==> config.mk <==
export PLATFORM = sky130hd
export DESIGN_NAME = tdm_demux_eight
export DESIGN_NICKNAME = d
export VERILOG_FILES = /design/src/rtl/tdm_pkg.sv /design/src/rtl/tdm_slot_ctr.sv /design/src/rtl/tdm_demux_eight.sv
export SDC_FILE = /design/constraint.sdc
export NUM_CORES = 1
export LEC_CHECK = 0
export CORE_MARGIN = 4
export CORE_UTILIZATION = 55
export DETAILED_ROUTE_END_ITERATION = 12
export PLACE_DENSITY = 0.82
export RECOVER_POWER = 25
export SLEW_MARGIN = 20
export SYNTH_ARGS = -nofsm -noshare
export SYNTH_HDL_FRONTEND = slang
export SYNTH_SLANG_ARGS = --single-unit
==> constraint.sdc <==
create_clock -name clk -period 6.85 [get_ports clk]
set_clock_uncertainty 0.1 [all_clocks]
set_input_delay 0.685 -clock clk [delete_from_list [all_inputs] [get_ports clk]]
set_output_delay 0.685 -clock clk [all_outputs]
set_load 0.05 [all_outputs]
==> src/rtl/tdm_pkg.sv <==
// ============================================================================
// tdm_pkg : shared constants and state type for the 1:8 TDM demultiplexer
// Rev 1.0 ; TDM_DEMUX_PARITY_EN adds a ninth (even parity) slot per frame
// ============================================================================
`default_nettype none

package tdm_pkg;

  localparam int NCH   = 8;
  localparam int SEL_W = 3;

`ifdef TDM_DEMUX_PARITY_EN
  localparam int FRAME_SLOTS = 9;
`else
  localparam int FRAME_SLOTS = 8;
`endif

  localparam int CTR_W = $clog2(FRAME_SLOTS);

  typedef enum logic {
    HUNT = 1'b0,
    RUN  = 1'b1
  } state_e;

endpackage

`default_nettype wire

==> src/rtl/tdm_slot_ctr.sv <==
// ============================================================================
// tdm_slot_ctr : frame slot counter with wrap, sync restart and last-slot flag
// Rev 1.0 ; frame length follows TDM_DEMUX_PARITY_EN via tdm_pkg
// ============================================================================
`default_nettype none

module tdm_slot_ctr
  import tdm_pkg::*;
(
  input  logic             clk,
  input  logic             rst_n,
  input  logic             restart,
  input  logic             advance,
  output logic [CTR_W-1:0] cnt,
  output logic             last_slot
);

  logic [CTR_W-1:0] cnt_q;
  logic [CTR_W-1:0] cnt_d;

  assign last_slot = (cnt_q == CTR_W'(FRAME_SLOTS - 1));
  assign cnt       = cnt_q;

  // A final slot always closes the frame, even when restart arrives with it.
  always_comb begin
    cnt_d = cnt_q;
    if (advance && last_slot) begin
      cnt_d = '0;
    end else if (restart) begin
      cnt_d = advance ? CTR_W'(1) : '0;
    end else if (advance) begin
      cnt_d = cnt_q + CTR_W'(1);
    end
  end

  always_ff @(posedge clk or negedge rst_n) begin
    if (!rst_n) begin
      cnt_q <= '0;
    end else begin
      cnt_q <= cnt_d;
    end
  end

endmodule

`default_nettype wire

==> src/rtl/tdm_demux_eight.sv <==
// ============================================================================
// tdm_demux_eight : 1:8 TDM slot demultiplexer presenting whole frames in parallel
// Rev 1.0 ; define TDM_DEMUX_PARITY_EN for a ninth even-parity slot per frame
// ============================================================================
`default_nettype none

module tdm_demux_eight
  import tdm_pkg::*;
#(
  parameter int WIDTH = 1
)(
  input  logic                 clk,
  input  logic                 rst_n,
  input  logic [WIDTH-1:0]     din,
  input  logic                 din_valid,
  input  logic                 sync,
  output logic [NCH*WIDTH-1:0] dout,
  output logic                 dout_valid,
  output logic [SEL_W-1:0]     sel,
  output logic                 frame_err,
  output logic                 parity_err
);

  state_e               state_q, state_d;
  logic [NCH*WIDTH-1:0] shadow_q, shadow_d;
  logic [NCH*WIDTH-1:0] dout_q, dout_d;
  logic                 dout_valid_q, dout_valid_d;
  logic                 frame_err_q, frame_err_d;
  logic                 parity_err_q, parity_err_d;

  logic [CTR_W-1:0]     cnt;
  logic                 last_slot;
  logic                 accept;
  logic                 complete;
  logic                 wr_shadow;
  logic [SEL_W-1:0]     wr_slot;

  // In HUNT only a sync-marked slot is taken; in RUN every valid slot is.
  assign accept   = din_valid && ((state_q == RUN) || sync);
  assign complete = accept && last_slot;
  assign wr_slot  = (sync && !complete) ? '0 : cnt[SEL_W-1:0];

`ifdef TDM_DEMUX_PARITY_EN
  assign wr_shadow = accept && !complete;
  assign sel       = last_slot ? '0 : cnt[SEL_W-1:0];
`else
  assign wr_shadow = accept;
  assign sel       = cnt;
`endif

  tdm_slot_ctr u_slot_ctr (
    .clk       (clk),
    .rst_n     (rst_n),
    .restart   (sync),
    .advance   (accept),
    .cnt       (cnt),
    .last_slot (last_slot)
  );

  always_comb begin
    shadow_d = shadow_q;
    if (wr_shadow) begin
      shadow_d[wr_slot*WIDTH +: WIDTH] = din;
    end

    state_d = state_q;
    if ((state_q == HUNT) && sync) begin
      state_d = RUN;
    end

    // shadow_d already holds the merged final channel on a completing slot.
    dout_d       = complete ? shadow_d : dout_q;
    dout_valid_d = complete;
    frame_err_d  = (state_q == RUN) && sync && (cnt != '0) && !complete;

`ifdef TDM_DEMUX_PARITY_EN
    parity_err_d = complete && ((^shadow_q) ^ (^din));
`else
    parity_err_d = 1'b0;
`endif
  end

  always_ff @(posedge clk or negedge rst_n) begin
    if (!rst_n) begin
      state_q      <= HUNT;
      shadow_q     <= '0;
      dout_q       <= '0;
      dout_valid_q <= 1'b0;
      frame_err_q  <= 1'b0;
      parity_err_q <= 1'b0;
    end else begin
      state_q      <= state_d;
      shadow_q     <= shadow_d;
      dout_q       <= dout_d;
      dout_valid_q <= dout_valid_d;
      frame_err_q  <= frame_err_d;
      parity_err_q <= parity_err_d;
    end
  end

  assign dout       = dout_q;
  assign dout_valid = dout_valid_q;
  assign frame_err  = frame_err_q;
  assign parity_err = parity_err_q;

endmodule

`default_nettype wire
==> impl_metrics.csv <==
group,metric,value,unit
cells_and_area,final_area,1360,µm²
placement,placed_cell_area,1320,µm²
yosys,yosysMostFrequentCell,"dfrtp_1",
cts,htreeDepth,1,
power_and_ir_drop,p_per_area,220,nW/µm²
timing,tightestPinTransition,940,ps
timing,maxSlewHeadroom,37.1,%
drt,post-route-drc-count,0,
cts,cts_buffers,3,
setup_path,reg2regPathDepth,10,
drt,routed.top_layer,"met4",
global_route,antenna_found_initial,0,
global_route,grt_pass1_wl,3530,µm
timing,fmax,311,MHz
yosys,synth_area,1170,µm²
setup_path,required,6950,ps
drt,drt_iter0_drc,21,
timing,drv_slew,0,
placement,place_hpwl,1520,µm
cts,postCtsSetupBuffers,0,
die,io_pins,19,
cells_and_area,fin_nets,137,
cells_and_area,antennaDiodeCount,0,
cts,cts_resized,0,
drt,routed_wl,2070,µm
die,rows,16,
placement,pre_cts_ws,3410,ps
setup_path,reg2reg_from,"u_slot_ctr.cnt[0]$_DFFE_PN0P_",
timing,finalSetupTns,0,ps
die,core,1980,µm²
yosys,yosysSeqAreaShare,47.1,%
drt,num_vias,876,
power_and_ir_drop,p_leak,0.609,nW
cells_and_area,syn2layout_area_growth,16.1,%
yosys,yosys-top-cells-area,"dfrtp_1 (47%), ha_1 (6.4%), nand2_1 (4.5%), mux2_2 (2.9%), nand4_1 (2.7%)",
power_and_ir_drop,p_total,0.000299,W
yosys,ys_ff_latch,22,
drt,via_per_inst,5.76,
cts,clkTransAtPathRegs,120,ps
drt,met3_length,100,µm
die,initial_utilization,59.0,%
timing,finalWorstSetupSlack,3630,ps
global_route,grt_overflow_total,0,
cts,cts.sinks,22,
global_route,track_usage,16.9,%
yosys,yosysUniqueCellTypes,40,
job,drv_cap,0,
setup_path,cp_data_arrival_time,3320,ps
die,dieWidth,54.1,µm
drt,dr.pass1.iters,4,
drt,ant_nets,0,
power_and_ir_drop,ir_drop,0.150,mV
setup_path,timing.rr.end,"dout[1]$_DFFE_PN0N_",
timing,layout_min_cycle_time,3220,ps
cts,cts_hold_buffers,0,
yosys,synth_top_area_share,47.1,%
cts,clockBufferDepth,2,
hold_path,whs_path_depth,1,
yosys,yosys.area.top_type,"dfrtp_1",
die,die_h,54.1,µm
setup_path,cp_max_fo,12,
timing,hold_violations,0,
setup_path,cp-end-kind,"flop",
yosys,ys_warn_count,0,
timing,post-route-period-util,47.0,%
cts,clockRootBuffer,"clkbuf_4",
global_route,grt_max_degree,23,
setup_path,rrSetupSlack,3650,ps
global_route,grt_pass1_vias,820,
hold_path,hp-start,"shadow_q[6]$_DFF_PN0_",
yosys,yosys-top-cells-count,"dfrtp_1 (22), nand2_1 (14), nor2_1 (8)",
cells_and_area,utilization,68.6,%
cells_and_area,drive_above_1_share,15.2,%
setup_path,worstSetupPathType,"primary input to flop",
die,die-area,2930,µm²
yosys,synth_edf_count,0,
yosys,ys_async_sr_fraction,100,%
yosys,synth_ff_type,"dfrtp_1",
hold_path,hold_class,"flop to flop",
hold_path,hold-path-endpoint,"shadow_q[6]$_DFF_PN0_",
placement,gp_congestion,0.877,
placement,port_buffers,17,
yosys,syn_nets,121,
drt,wl_met2,977,µm
run_status,outcome,"finished, final reports clean",
timing,setup_violations,0,
cts,insertion_delay,310,ps
yosys,syn_avg_cell_area,10.6,µm²
drt,wl_per_cell,13.6,µm
cts,cts_tree,"yes",
drt,m1WireLength,952,µm
setup_path,start_kind,"primary input",
yosys,synth_cells,110,
timing,rsz0062_at_grt,"false",
==> logic make-up (layout without fill, tap and decap cells) <==
kind of cell    count (synthesis)  count (layout)  share of synthesized area (%)
compound gates                 21              21                           13.4
fa+ha+maj                       6               6                           6.42
buf+inv                        11              26                           5.99
flops                          22              22                           47.1
mux                             8               8                           8.13
other cells                     1               1                          0.321
simple gates                   41              41                           18.7
==> worst max path at each step <==
| stage | startpoint | end | slack (ps) | cells past startpoint |
|---|---|---|---|---|
| floorplan | u_slot_ctr.cnt[1]$_DFFE_PN0P_ | dout[1]$_DFFE_PN0N_ | 3760 | 11 |
| global placement | sync | dout[1]$_DFFE_PN0N_ | 3520 | 9 |
| detailed placement | sync | dout[1]$_DFFE_PN0N_ | 3410 | 9 |
| CTS | u_slot_ctr.cnt[0]$_DFFE_PN0P_ | dout[1]$_DFFE_PN0N_ | 3670 | 10 |
| global route | u_slot_ctr.cnt[0]$_DFFE_PN0P_ | dout[1]$_DFFE_PN0N_ | 3440 | 10 |
| finish | sync | dout[1]$_DFFE_PN0N_ | 3630 | 9 |
==> registers in the layout (all words and copies together) (netlist names) <==
| signal | cells |
|---|---|
| frame_err | 1 |
| dout_valid | 1 |
| dout | 8 |
| u_slot_ctr.cnt | 3 |
| shadow_q | 8 |
| state_q | 1 |
==> critical path: stages <==
cell,delay (ps)
dlygate4sd3_1,660
a21bo_4,310
nand2_1,120
ha_1,260
ha_1,380
o2111a_2,250
nand3_2,80
mux2_4,320
mux2_4,260
==> report_power, final <==
group	total (W)	switching [W]	internal [W]
clock network	0.0000709	0.0000384	0.0000325
logic	0.0000730	0.0000435	0.0000296
registers	0.000155	0.00000968	0.000145
==> routing by layer <==
metal	GRT usage (%)	vias up
met4	8.71	0
met5	0	-
li1	-	419
met1	21.3	430
met2	27.9	22
met3	2.49	5
==> layout by cell type, fill, tap and decap left out, drive strengths merged <==
master	Yosys	routed
o41ai	1	1
or2	2	2
inv	5	5
nand3	4	4
clkbuf	2	4
dfrtp	22	22
mux2	6	6
o21ai	4	4
o2111a	1	1
o211ai	4	4
clkdlybuf4s50	0	15
a31oi	3	3
nor3	1	1
dlygate4sd3	0	2
and3	1	1
nand3b	1	1
a21o	1	1
nor2	8	8
a31o	1	1
a21boi	1	1
and2	1	1
nand2	14	14
mux2i	2	2
conb	1	1
ha	6	6
or2b	1	1
nand4	5	5
a21oi	3	3
o31ai	1	1
nor3b	3	3
a21bo	1	1
==> final cells by class <==
cell class | count | area [µm²]
clock buffer | 4 | 36.3
fill | 150 | 623
inverter | 5 | 18.8
multi-input combinational | 77 | 549
sequential | 22 | 551
tap | 27 | 33.8
timing repair buffer | 17 | 170
==> through the flow <==
stage	hold slack, ps	instances
4_1_cts	410	152
3_3_place_gp	370	148
2_1_floorplan	289	110
3_5_place_dp	381	148
5_1_grt	416	152
6_report	406	152
No activity file was read; power rests on OpenSTA's default activity.
